==> src/rtl/rgb_arbiter.sv <==
// rgb_arbiter: round-robin sharing of one registered rgb colour converter between N_REQ requesters.
module rgb_arbiter #(
  parameter int N_REQ = 4,
  parameter int ID_W = 2,
  parameter int CONV_LATENCY = 1
) (
  input  logic                 clk,
  input  logic                 rst,
  input  logic [N_REQ-1:0]     req,
  input  logic [3*N_REQ-1:0]   req_colour,
  output logic [N_REQ-1:0]     gnt,
  output logic [2:0]           conv_colour,
  output logic                 conv_enable,
  input  logic [23:0]          conv_rgb,
  output logic                 rsp_valid,
  output logic [ID_W-1:0]      rsp_id,
  output logic [23:0]          rsp_rgb,
  output logic                 busy
);
  typedef enum logic [1:0] {IDLE, WAIT, RESP} state_t;
  state_t state, state_n;
  logic [3:0] cnt, cnt_n;
  logic [ID_W-1:0] win, win_n, last, last_n, pick;
  logic found;
  logic [N_REQ-1:0] gnt_n;
  logic [2:0] colour_n;
  logic en_n, valid_n;
  logic [ID_W-1:0] id_n;
  logic [23:0] rgb_n;
  assign busy = state != IDLE;
  // first asserted request at or after last+1, wrapping modulo N_REQ
  always_comb begin
    pick = '0;
    found = 1'b0;
    for (int i = 1; i <= N_REQ; i++)
      if (!found && req[(int'(last) + i) % N_REQ]) begin
        found = 1'b1;
        pick = ID_W'((int'(last) + i) % N_REQ);
      end
  end
  always_comb begin
    state_n = state;
    cnt_n = cnt;
    win_n = win;
    last_n = last;
    gnt_n = '0;
    colour_n = conv_colour;
    en_n = conv_enable;
    valid_n = 1'b0;
    id_n = rsp_id;
    rgb_n = rsp_rgb;
    case (state)
      IDLE: begin
        en_n = |req;
        if (|req) begin
          state_n = WAIT;
          cnt_n = 4'(CONV_LATENCY);
          win_n = pick;
          gnt_n = N_REQ'(1) << pick;
          colour_n = req_colour[3*int'(pick) +: 3];
        end
      end
      WAIT: begin
        cnt_n = cnt == 4'd0 ? cnt : cnt - 4'd1;
        if (cnt == 4'd0) begin
          state_n = RESP;
          rgb_n = conv_rgb;
          id_n = win;
          valid_n = 1'b1;
          en_n = 1'b0;
          last_n = win;
        end
      end
      RESP: state_n = IDLE;
      default: state_n = IDLE;
    endcase
  end
  always_ff @(posedge clk) begin
    if (rst) begin
      state <= IDLE;
      cnt <= '0;
      win <= '0;
      last <= ID_W'(N_REQ - 1);
      gnt <= '0;
      conv_colour <= '0;
      conv_enable <= 1'b0;
      rsp_valid <= 1'b0;
      rsp_id <= '0;
      rsp_rgb <= '0;
    end else begin
      state <= state_n;
      cnt <= cnt_n;
      win <= win_n;
      last <= last_n;
      gnt <= gnt_n;
      conv_colour <= colour_n;
      conv_enable <= en_n;
      rsp_valid <= valid_n;
      rsp_id <= id_n;
      rsp_rgb <= rgb_n;
    end
  end
endmodule

==> config.mk <==
export PLATFORM = sky130hd
export DESIGN_NAME = rgb_arbiter
export DESIGN_NICKNAME = d
export VERILOG_FILES = /design/src/rtl/rgb_arbiter.sv
export SDC_FILE = /design/constraint.sdc
export NUM_CORES = 1
export LEC_CHECK = 0
export CAP_MARGIN = 5
export CELL_PAD_IN_SITES_DETAIL_PLACEMENT = 1
export CELL_PAD_IN_SITES_GLOBAL_PLACEMENT = 1
export CORE_UTILIZATION = 27
export DETAILED_ROUTE_END_ITERATION = 7
export PLACE_DENSITY_LB_ADDON = 0.3
export SLEW_MARGIN = 5
export SYNTH_ARGS = -nofsm -noshare
export SYNTH_HDL_FRONTEND = slang
export SYNTH_SLANG_ARGS = --single-unit
==> constraint.sdc <==
create_clock -name clk -period 1.6 [get_ports clk]
set_clock_uncertainty 0.1 [all_clocks]
set_input_delay 0.16 -clock clk [delete_from_list [all_inputs] [get_ports clk]]
set_output_delay 0.16 -clock clk [all_outputs]
set_load 0.02 [all_outputs]
==> metrics.md, run 1 <==
| Metric | Value |
|---|---|
| Placed cell areas | 2880 sq um |
| Final Max Slew Viols | 0 |
| Mapped Cells | about 220 |
| Unrepaired setup endpoints after global routing | yes |
| H-tree Lvls | 2 |
| Fmax | around 610 MHz |
| Final setup viols | 2 |
| Clk pin slew, worst setup/hold paths | 0.09 ns |
| CTS buffer count | 5 |
| PD cells | around 1100 nW/um^2 |
| Start point of the worst hold path | conv_rgb[4] |
| Fraction of final layout cells with drive strength greater than 1 | 23.9% |
| Pre-antenna DRT Iters | 6 |
| CP Data Required Time | 1.68 ns |
| Die footprint | about 7000 sq um |
| Hold Crit Class | in2reg |
| Slew at the pin closest to its max-slew limit | between 0.3 and 0.4 ns |
| Vias | roughly 1,900 |
| Post-synth top area cell | dfxtp_1 |
| Sequential share of the synthesized area | roughly half |
| Synthesized net count | between 200 and 300 |
| Failing checks | design-rule violations, negative setup slack |
| Max-slew headroom | around three quarters |
| CP Launch Point | req[2] |
| Global route total overflow | 0 |
| Die W | roughly 84 um |
| Layout filler cell count | 766 |
| Top-area cell type share of the netlist area | about half |
| Reg area | between 900 and 1000 sq um |
| Worst hold endpoint | rsp_rgb[4]$_SDFFE_PP0P_ |
| Worst-path cell chain | clkdlybuf4s50_1 > nor4_2 > or2_4 > buf_6 > nor4b_4 > mux2i_1 > o211ai_1 |
| Root Buffer | clkbuf_8 |
| Largest net degree at the start of global routing | 39 |
| N_diodes | 0 |
| Post-synth cell types | 37 |
| Syn_area_per_cell | about 8.4 sq um |
| Routed WL per cell | between 10 and 15 um |
| Drt drc | 4 |
| Max-Cap Viols | 0 |
| IO Port Bufs | 77 |
| Crit path buf inv count | 2 |
| Synth area leaders | dfxtp_1 50%, nand2_1 12%, a21oi_1 8.8% |
| First-pass GRT wire length | ~8500 um |
| Setup TNS | -0.0738 ns |
| DP HPWL | 3720 um |
| Clock latency on the worst-skew pair | around 0.30 ns |
| Initial Utilization | 28.3% |
| RR Startpoint | last[0]$_SDFFE_PP1P_ |
| Worst r2r path cells | 7 |
| Routed Antenna Nets | 0 |
| Area Overhead vs Synth | 76.8% |
| Via density | 4.67 |
| FF-to-FF End | conv_colour[0]$_SDFFE_PP0N_ |
| Vias in the first global route | 1,863 |
| CTS tree | done |
| Drt total wl | between 5000 and 6000 um |
| Crit-path leading delay family | simple AND/OR/NAND/NOR gates |
| Syn. warnings | 0 |
| Gpl congestion | 0.734 |
| Final Hold Fails | 0 |
| Core area | ~6400 sq um |
| Gr usage total | between 15 and 20% |
| Hold path depth | 3 |
| Count of state elements after synthesis | 45 |
| Initial antenna violation count | 0 |
| Maximum vdd ir drop | about 0.48 mV |
| Synthesized area | around 1800 sq um |
| Footprint of the multi-input gates | 963 sq um |
| WP data arrival | between 1.5 and 2 ns |
| Critical path capture point type | flip-flop |
| Status | finished, violations left |
| CP Class | in2reg |
| CTS Sinks | 45 |
| Leak pwr | ~0.0013 uW |
| Slowest stage cell, crit path | clkdlybuf4s50_1 |
| Min cycle time layout | around 1.7 ns |
| Starting DRT DRC Count | 50 |
| Layout Nets | roughly 370 |
| Clock Path Buffers | 2 |
| Num rows | 29 |
| Post-route design area | approximately 3200 sq um |
| Final setup margin | -0.0521 ns |
| Reg2reg setup slack | -0.02 ns |
| CP Launch Type | input pin |
| IO Count | 78 |
| Die Height | around 84 um |
| Tcrit/Tclk final | 103% |
| Slowest stage delay, CP | between 0.4 and 0.5 ns |
| Crit path max fanout | 6 |
[worst register-to-register path, stage by stage (launching register included)]
cell      delay, ns
dfxtp_4        0.37
nand2b_4       0.16
a211oi_4       0.25
buf_6          0.17
buf_6          0.10
nor4b_2        0.03
mux2i_1        0.18
o211ai_1       0.13
[flip-flops by register name, indices dropped and copies added, names as in the netlist]
register and cells:
rsp_valid 1, rsp_id 2, conv_colour 3, rsp_rgb 24
cnt 4, conv_enable 1, win 2, gnt 4
state 2, last 2
[per-stage QoR]
step	setup WS [ns]	hold WS [ns]	total power [uW]	instances	util (%)
5_1_grt	-0.113	0.290	3600	399	50.0
6_report	-0.0521	0.300	3400	399	50.0
4_1_cts	-0.00709	0.285	3310	392	47.2
2_1_floorplan	-0.0633	0.196	1860	216	-
3_5_place_dp	-0.461	0.349	2390	382	44.8
3_3_place_gp	-0.388	0.341	2370	382	44.8
[timing repair]
action	in CTS	in global routing
setup endpoints to repair	32	37
buffers inserted	2	5
pin swaps	3	7
resized for setup	16	26
hold endpoints to repair	0	0
cloned	0	2
hold buffers	0	0
[how the worst max path moves through the flow]
stage / endpoint / cells after the start / slack [ns]
final: conv_colour[0]$_SDFFE_PP0N_ / 7 / -0.05
after global routing: conv_colour[0]$_SDFFE_PP0N_ / 7 / -0.11
after CTS: conv_colour[2]$_SDFFE_PP0N_ / 6 / -0.007
after detailed placement: conv_colour[0]$_SDFFE_PP0N_ / 7 / -0.46
after global placement: conv_colour[2]$_SDFFE_PP0N_ / 7 / -0.39
after floorplan: conv_colour[1]$_SDFFE_PP0N_ / 7 / -0.06
[per-layer routing]
metal / vias to the layer above / GRT usage [%] / wire length (um)
met4: 0 / 6.58 / 120
met3: 10 / 3.07 / 191
met1: 888 / 17.3 / 2280
met2: 39 / 27.0 / 2930
met5: - / 0 / 0
li1: 926 / - / -
[kinds of logic (layout without fill, tap and decap cells)]
group                    after synthesis  in the layout  synth area share, %
XOR/XNOR                               2              2                0.965
flip-flops                            45             45                 49.6
multiplexers                           7              7                 3.93
buffers and inverters                 17            123                 4.20
AND/OR/NAND/NOR                      103            103                 26.8
AO/OA/AOI/OAI                         40             40                 13.1
adder cells (fa/ha/maj)                2              2                 1.38
[area by class of cell]
cell class	instances	area share, %
flip-flops and latches	45	28.3
repair buffers	111	34.7
multi-input cells	154	30.0
inverters	4	0.468
well taps	77	3.00
clock inverters	2	1.21
clock buffers	6	2.26
[cell usage in the layout (no fill, tap or decap), types with 2 or more instances in the layout]
| master | count |
|---|---|
| a21oi_2 | 5 |
| clkbuf_16 | 2 |
| nand4_1 | 2 |
| mux2i_1 | 6 |
| nor3_1 | 6 |
| dfxtp_2 | 4 |
| a21oi_1 | 27 |
| buf_12 | 3 |
| or2_4 | 2 |
| dfxtp_1 | 40 |
| nand2b_4 | 2 |
| nand2_2 | 2 |
| and3_1 | 3 |
| clkdlybuf4s50_1 | 73 |
| nor3b_4 | 2 |
| nor4_2 | 2 |
| nor2_1 | 11 |
| a211oi_1 | 2 |
| nor2_2 | 2 |
| xor2_1 | 2 |
| nand2b_1 | 2 |
| inv_2 | 3 |
| buf_4 | 24 |
| buf_6 | 5 |
| nand2_1 | 57 |
| dlygate4sd2_1 | 3 |
| clkbuf_8 | 5 |
[Yosys cell counts (all sizes together)]
| cell type | count |
|---|---|
| a211o | 1 |
| a211oi | 3 |
| a21boi | 1 |
| a21o | 1 |
| a21oi | 32 |
| and2 | 1 |
| and3 | 3 |
| buf | 5 |
| clkbuf | 8 |
| clkinv | 1 |
| dfxtp | 45 |
| ha | 2 |
| inv | 3 |
| mux2 | 1 |
| mux2i | 6 |
| nand2 | 60 |
| nand2b | 4 |
| nand3 | 1 |
| nand4 | 2 |
| nor2 | 13 |
| nor2b | 1 |
| nor3 | 8 |
| nor3b | 2 |
| nor4 | 2 |
| nor4b | 2 |
| o211ai | 1 |
| o21a | 1 |
| or2 | 2 |
| or2b | 1 |
| or3 | 1 |
| xor2 | 2 |
[report_power, final]
group	switching [uW]	internal, uW
clock	399	469
combinational	559	651
sequential	70.6	1250
Note: power is estimated with default switching activity, not from simulation.
==> run 2, diff against run 1 <==
--- a/config.mk
+++ b/config.mk
@@ -10,6 +10,7 @@
 export CELL_PAD_IN_SITES_GLOBAL_PLACEMENT = 1
 export CORE_UTILIZATION = 27
 export DETAILED_ROUTE_END_ITERATION = 7
+export GPL_ROUTABILITY_DRIVEN = 0
 export PLACE_DENSITY_LB_ADDON = 0.3
 export SLEW_MARGIN = 5
 export SYNTH_ARGS = -nofsm -noshare
==> results of run 2 <==
No change in the layout: final DEF, timing and power equal those of run 1.
==> run 3, diff against run 2 <==
--- a/config.mk
+++ b/config.mk
@@ -5,9 +5,10 @@
 export SDC_FILE = /design/constraint.sdc
 export NUM_CORES = 1
 export LEC_CHECK = 0
-export CAP_MARGIN = 5
+export CAP_MARGIN = 10
 export CELL_PAD_IN_SITES_DETAIL_PLACEMENT = 1
 export CELL_PAD_IN_SITES_GLOBAL_PLACEMENT = 1
+export CORE_ASPECT_RATIO = 1.2
 export CORE_UTILIZATION = 27
 export DETAILED_ROUTE_END_ITERATION = 7
 export GPL_ROUTABILITY_DRIVEN = 0
==> run 3 against run 2 <==
Against the previous run: routed wire length grew 5.3%; the flow finishes with violations (negative setup slack); clock power grew 3.5%; cell area grew 3.1%; critical path depth shrank 1; worst setup slack gained 0.038 ns; die area is essentially flat; count of clock-buffer cells in the layout grew 1; final cell count grew 0.75%; combinational power grew 4%; critical path type is now reg2reg; sequential power is essentially flat.
==> metrics.md, run 3 (synthesis results as in run 1) <==
| Metric | Value |
|---|---|
| Final setup margin | -0.0145 ns |
| Regs by FF count | rsp_rgb (24), cnt (4), gnt (4) |
| First-pass GRT wire length | 8380 um |
| Largest net degree at the start of global routing | 27 |
| Vias | 1,890 |
| Fraction of final layout cells with drive strength greater than 1 | 33.1% |
| IO Count | a little under 80 |
| Starting DRT DRC Count | 23 |
| Slowest stage cell, crit path | dfxtp_2 |
| Die W | 76.9 um |
| Area Overhead vs Synth | 82.2% |
| CP Data Required Time | 1.70 ns |
| H-tree Lvls | 2 |
| Clock Path Buffers | 2 |
| WP data arrival | ~1.7 ns |
| CTS tree | done |
| Post-route design area | between 3000 and 4000 sq um |
| Leak pwr | between 0.001 and 0.0015 uW |
| Maximum vdd ir drop | roughly 0.55 mV |
| Num rows | 32 |
| Final Hold Fails | 0 |
| Fin Hold WS | between 0.3 and 0.4 ns |
| Unrepaired setup endpoints after global routing | yes |
| Final setup viols | 3 |
| Slew at the pin closest to its max-slew limit | 0.358 ns |
| Hold Crit Class | in2reg |
| Pre-antenna DRT Iters | 3 |
| CP Class | reg2reg |
| Largest reg by FF count | rsp_rgb |
| Drt total wl | 5820 um |
| Fmax | between 600 and 700 MHz |
| Vias in the first global route | about 1,800 |
| Max-Cap Viols | 0 |
| Critical path capture point type | flip-flop |
| Drt drc | 0 |
| Max-slew headroom | 75.9% |
| CP Launch Type | flip-flop |
| Reg2reg setup slack | -0.01 ns |
| Layout Nets | 360 |
| N_diodes | 0 |
| PD cells | roughly 1100 nW/um^2 |
| Min cycle time layout | about 1.6 ns |
| Cell repeated most along the worst path | mux2i_1 |
| Via density | ~4.7 |
| Final Max Slew Viols | 0 |
| CTS Sinks | 45 |
| Most common cell after layout, fill and taps aside | clkdlybuf4s50_1 |
| Initial antenna violation count | 0 |
| Die Height | around 92 um |
| Worst-path cell chain | o21a_1 > a211oi_4 > buf_6 > mux2i_1 > mux2i_1 > a21o_1 |
| Die footprint | 7060 sq um |
| Initial Utilization | about 28% |
| Dpl ws | -0.549 ns |
| DP HPWL | between 3000 and 4000 um |
| Fin util | 51.3% |
| Clk pin slew, worst setup/hold paths | 0.08 ns |
| Routed Antenna Nets | 0 |
| Clock latency on the worst-skew pair | 0.30 ns |
| Routed WL per cell | around 14 um |
| IO Port Bufs | 77 |
| Slowest stage delay, CP | about 0.36 ns |
| Placed cells | approximately 390 |
| Global route total overflow | 0 |
| Gr usage total | between 10% and 20% |
| Root Buffer | clkbuf_8 |
| Failing checks | negative setup slack |
| Most frequent cells in the layout | 72 x clkdlybuf4s50_1, 43 x nand2_1, 39 x dfxtp_1 |
| Crit path max fanout | 7 |
| Largest register FFs | 24 |
| Status | finished, violations left |
| Placed cell areas | between 2000 and 3000 sq um |
| Non-Filler Instances | roughly 400 |
| Tcrit/Tclk final | 101% |
| Core area | roughly 6400 sq um |
| CTS buffer count | 5 |
==> run 3: cell count changes in the layout (fill, tap and decap cells not counted), sizes merged <==
| cell | delta |
|---|---|
| clkbuf | +2 |
| buf | -5 |
| dlymetal6s2s | +1 |
| clkdlybuf4s15 | -1 |
| clkdlybuf4s50 | -1 |
| inv | -1 |
==> run 3: final timing paths <==
| check | start | end | cells past startpoint |
|---|---|---|---|
| worst min-delay path | conv_rgb[4] | rsp_rgb[4]$_SDFFE_PP0P_ | 3 |
| worst max register to register | last[1]$_SDFFE_PP1P_ | conv_colour[2]$_SDFFE_PP0N_ | 6 |
| worst min register to register | rsp_rgb[6]$_SDFFE_PP0P_ | rsp_rgb[6]$_SDFFE_PP0P_ | 2 |
| worst max-delay path | last[1]$_SDFFE_PP1P_ | conv_colour[2]$_SDFFE_PP0N_ | 6 |
==> run 3: metal layers <==
layer  GRT usage (%)  part of all wire (%)
met1            17.0                    41
met2            25.3                    50
met3            6.37                   7.9
met4            5.93                   1.2
met5               0                     0
==> run 3: area by class of cell <==
| class | count | area, sq um |
|---|---|---|
| fill | 729 | 3140 |
| multi-input combinational | 154 | 1110 |
| timing repair buffer | 106 | 1050 |
| sequential | 45 | 908 |
| tap | 85 | 106 |
| clock buffer | 7 | 86.3 |
| clock inverter | 1 | 30.0 |
| inverter | 4 | 15.0 |
==> run 3: where the power goes <==
part	total [uW]	switching [uW]	internal [uW]	leakage (uW)
clock	898	388	510	0.0000585
combinational	1260	612	647	0.000883
sequential	1330	77.6	1250	0.000368
==> run 3: timing repair <==
action | CTS | global route
setup endpoints to repair | 30 | 39
hold buffers | 0 | 0
cloned | 0 | 3
resized for setup | 16 | 67
buffers inserted | 1 | 4
pin swaps | 4 | 28
endpoints found under the hold margin | 0 | 0
==> run 3: metrics by stage <==
| step | power [uW] | setup TNS [ns] |
|---|---|---|
| CTS | 3300 | -0.0407 |
| detailed placement | 2360 | -4.74 |
| global placement | 2340 | -3.78 |
| global route | 3670 | -1.29 |
| finish | 3480 | -0.0159 |
| floorplan | 1860 | -0.123 |
==> run 3: worst max-delay path: cells and delay by family, from the launching register on <==
kind / cells / cell delay, ns
AO/OA/AOI/OAI: 3 / 0.60
buffers and inverters: 1 / 0.17
flip-flops: 1 / 0.36
multiplexers: 2 / 0.29
